File: config.mk
export PLATFORM = sky130hd
export DESIGN_NAME = serial_subtractor
export DESIGN_NICKNAME = d
export VERILOG_FILES = /design/src/rtl/serial_subtractor.sv
export SDC_FILE = /design/constraint.sdc
export NUM_CORES = 1
export LEC_CHECK = 0
export BUFFER_PORTS_ARGS = -buffer_cell sky130_fd_sc_hd__buf_4
export CORE_MARGIN = 2
export CORE_UTILIZATION = 45
export CTS_CLUSTER_DIAMETER = 150
export DETAILED_ROUTE_END_ITERATION = 16
export GPL_ROUTABILITY_DRIVEN = 0
export PLACE_DENSITY = 0.71
export SLEW_MARGIN = 5
export SYNTH_ARGS = -nofsm -noshare
export SYNTH_HDL_FRONTEND = slang
export SYNTH_SLANG_ARGS = --single-unit
File: constraint.sdc
create_clock -name clk -period 2.5 [get_ports clk]
set_input_delay 0.5 -clock clk [delete_from_list [all_inputs] [get_ports clk]]
set_output_delay 0.5 -clock clk [all_outputs]
set_load 0.05 [all_outputs]
File: src/rtl/serial_subtractor.sv
// Bit-serial subtractor D = A - B - Bin, one bit per clock, LSB first.
// Optional signed overflow output enabled by SERIAL_SUBTRACTOR_OVF_EN.
module serial_subtractor #(
  parameter int WIDTH = 4
) (
  input  logic             clk,
  input  logic             rst_n,
  input  logic             start,
  input  logic [WIDTH-1:0] A,
  input  logic [WIDTH-1:0] B,
  input  logic             Bin,
  output logic             ready,
  output logic             done,
  output logic [WIDTH-1:0] D,
  output logic             Bout
`ifdef SERIAL_SUBTRACTOR_OVF_EN
  ,
  output logic             ovf
`endif
);

  localparam int CW = $clog2(WIDTH);

  typedef enum logic [1:0] {
    S_IDLE  = 2'd0,
    S_SHIFT = 2'd1,
    S_DONE  = 2'd2
  } state_t;

  state_t r_state;
  state_t w_state_nxt;

  logic [WIDTH-1:0] r_a;
  logic [WIDTH-1:0] r_b;
  logic [WIDTH-1:0] r_res;
  logic             r_br;
  logic [CW-1:0]    r_cnt;

  logic w_d;
  logic w_br_nxt;
  logic w_last;

  assign w_d      = r_a[0] ^ r_b[0] ^ r_br;
  assign w_br_nxt = (~r_a[0] & r_b[0]) | (~(r_a[0] ^ r_b[0]) & r_br);
  assign w_last   = (r_cnt == CW'(WIDTH - 1));

  always_ff @(posedge clk or negedge rst_n) begin
    if (!rst_n) r_state <= S_IDLE;
    else        r_state <= w_state_nxt;
  end

  always_comb begin
    w_state_nxt = r_state;
    unique case (r_state)
      S_IDLE:  if (start)  w_state_nxt = S_SHIFT;
      S_SHIFT: if (w_last) w_state_nxt = S_DONE;
      S_DONE:  w_state_nxt = S_IDLE;
      default: w_state_nxt = S_IDLE;
    endcase
  end

  always_comb begin
    ready = 1'b0;
    done  = 1'b0;
    unique case (r_state)
      S_IDLE:  ready = 1'b1;
      S_SHIFT: ready = 1'b0;
      S_DONE:  done  = 1'b1;
      default: ready = 1'b0;
    endcase
  end

  // Results only update on the step that finishes the MSB
  always_ff @(posedge clk or negedge rst_n) begin
    if (!rst_n) begin
      r_a   <= '0;
      r_b   <= '0;
      r_res <= '0;
      r_br  <= 1'b0;
      r_cnt <= '0;
      D     <= '0;
      Bout  <= 1'b0;
`ifdef SERIAL_SUBTRACTOR_OVF_EN
      ovf   <= 1'b0;
`endif
    end else begin
      unique case (r_state)
        S_IDLE: begin
          if (start) begin
            r_a   <= A;
            r_b   <= B;
            r_br  <= Bin;
            r_cnt <= '0;
          end
        end
        S_SHIFT: begin
          r_a   <= r_a >> 1;
          r_b   <= r_b >> 1;
          r_br  <= w_br_nxt;
          r_res <= {w_d, r_res[WIDTH-1:1]};
          r_cnt <= r_cnt + CW'(1);
          if (w_last) begin
            D    <= {w_d, r_res[WIDTH-1:1]};
            Bout <= w_br_nxt;
`ifdef SERIAL_SUBTRACTOR_OVF_EN
            ovf  <= (r_a[0] ^ r_b[0]) & (w_d ^ r_a[0]);
`endif
          end
        end
        default: begin
        end
      endcase
    end
  end

endmodule
==> qor.txt <==
Skew-Pair Late Insertion Delay: 0.30 ns
clock group share of total power: 10.5%
DRT iter0 DRCs: 8
Synth cell types: 25
crit path cell chain: inv_2, nor2_1, buf_4
Ant. Diodes: 0
clk buf depth: 2
Max Slew Vio Count: 0
first-pass GRT wire length: 3.18 mm
Avg Inst Size Synth: 10.8 sq um
internal power: 0.865 mW
GRT Max-Usage Layer: met2
synthesized area: 983 sq um
Die ar.: 2580 sq um
Setup TNS Final: 0 ns
Buffers on Ports: 18
syn nets: 105
worst rel slew slack: 72.0%
commonest cells after routing, fill and taps aside: 21 x dfrtp_1, 18 x buf_4, 13 x nand2_1
Setup Crit Path Kind: flop to output port
Hold Crit Class: primary input to asynchronous set/reset pin
area of the multi-input gates: 399 sq um
WHS: 0.0551 ns
sequential area share after synthesis: 53.4%
reg-to-reg slack, setup: 1.10 ns
Sequential Power Share: 41.2%
WP data required: 2.00 ns
die height: 50.8 um
RSZ-0062 raised after global routing: false
Core ar.: 2000 sq um
Worst R2R End: r_br
Worst path slowest cell: dfrtp_1
Net Sw Frac: 44.6%
commonest non-fill, non-tap cell in the layout: dfrtp_1
vias per cell: 5.44
met2 Use GR: 28.7%
hold buffer count at cts: 0
largest net degree at the start of global routing: 22
TritonCTS Sinks: 21
maxcap violations: 0
Gates resized, CTS repair: 0
drt drc: 0
initial antenna violation count: 0
crit-path max FO: 13
area grow syn2layout: 16.2%
Die W: 50.8 um
std cell rows: 16
Tightest Pin Transition: 0.420 ns
R2R cell count: 3
IO Count: 19
vias: 734
met3 usage: 1.79%
Post-Syn Instances: 91
vias in the first global route: 716
number of flops mapped to enable cells by yosys: 0
CTS tree: yes
status: finished clean
FF+latch count, synth: 21
met1 usage: 20.6%
drt wl/cell: 13.8 um
P_sw: 0.695 mW
antenna viol nets, final: 0
root buffer cell: clkbuf_4
pwr/cell area: 1370 nW/um^2
WP data arrival: 1.36 ns
DP Wirelength: 1.33 mm
Crit. End Element: output port
Final period util: 74.5%
layout net count: 123
post-layout minimum cycle time: 1.86 ns
final setup fails: 0
Worst Setup Start Kind: flop
CP top delay family: flip-flops
synth warn: 0
Final Hold Viols: 0
cts bufs inserted: 3
clk slew on worst S/H paths: 0.12 ns
WP buf/inv: 2
Crit path depth: 3
CP peak stage delay: 0.61 ns
r2r startpoint: r_state[1]
H-tree levels: 1
most common flop cell mapped by yosys: dfrtp_1
peak supply drop: 0.751 mV
Max Clock Freq: 537 MHz
Pre-antenna DRT Iters: 4
setup bufs post-CTS: 0
async set-reset flop share out of synthesis: 100%
GR Overflow Total: 0
GRT Util Overall: 16.8%
fill count: 201
Lkg Pwr: 0.568 nW
share of total power in combinational logic: 48.3%
FF+latch area: 526 sq um
aggregate routed wire length: 1.86 mm
starting density of the core: 49.1%
ratio of cells with drive above 1 in the final layout: 29.6%
clk_skew: 0.00486 ns
[synth_stat cells (2+ instances only)]
cell type | instances | area, sq um
a21oi_1 | 7 | 35.0
o22ai_1 | 10 | 62.6
o21ai_0 | 5 | 25.0
nand2b_1 | 2 | 12.5
mux2_4 | 4 | 60.1
dfrtp_1 | 21 | 526
buf_2 | 2 | 10.0
nor2_1 | 5 | 18.8
inv_2 | 3 | 11.3
buf_4 | 2 | 15.0
inv_1 | 3 | 11.3
o21ai_1 | 2 | 10.0
nand2_1 | 13 | 48.8
[registers in the layout (all words and copies together), names as in the netlist]
name / cells
r_res: 3
r_b: 4
Bout: 1
D: 4
r_cnt: 2
r_state: 2
r_a: 4
r_br: 1
[per-stage QoR]
step           power [mW]  instances  utilization [%]  worst slack, ns  instance area [sq um]
5_1_grt              1.68        135             57.1            0.546                   1140
4_1_cts              1.57        135             57.1            0.638                   1140
2_1_floorplan        1.23         91                -            0.739                    983
3_3_place_gp         1.38        131             55.8             1.02                   1120
6_report             1.56        135             57.1            0.637                   1140
3_5_place_dp         1.41        131             55.8             1.01                   1120
[final cells by class]
| class | instances | share of cell area (%) |
|---|---|---|
| inverter | 6 | 1.97 |
| tap | 27 | 2.96 |
| timing repair buffer | 18 | 11.8 |
| clock buffer | 4 | 2.30 |
| multi-input combinational | 59 | 34.9 |
| sequential | 21 | 46.0 |
[worst max-delay path by stage]
stage,start,to,slack (ns)
floorplan,r_state[1],done,0.74
global placement,r_state[1],done,1.02
detailed placement,r_state[1],done,1.01
CTS,r_state[1],done,0.64
global route,r_state[1],done,0.55
finish,r_state[1],done,0.64
[kinds of logic after synthesis]
kind of cell,synth area share [%]
AOI/OAI and AO/OA,17.4
adders and majority gates,3.31
buffers and inverters,5.98
DFF,53.4
muxes,6.11
and+or+nand+nor,13.7
[metal layers]
layer	wire length (um)	part of all wire [%]
met1	854	46
met2	898	48
met3	84	4.5
met4	25	1.3
met5	0	0
[power groups by stage]
stage	sequential [mW]	clock [mW]	combinational [mW]
final	0.643	0.163	0.753
after global routing	0.665	0.184	0.831
after CTS	0.644	0.171	0.759
after detailed placement	0.651	0	0.760
after global placement	0.642	0	0.739
after floorplan	0.717	0	0.514
Note: power is estimated with default switching activity, not from simulation.
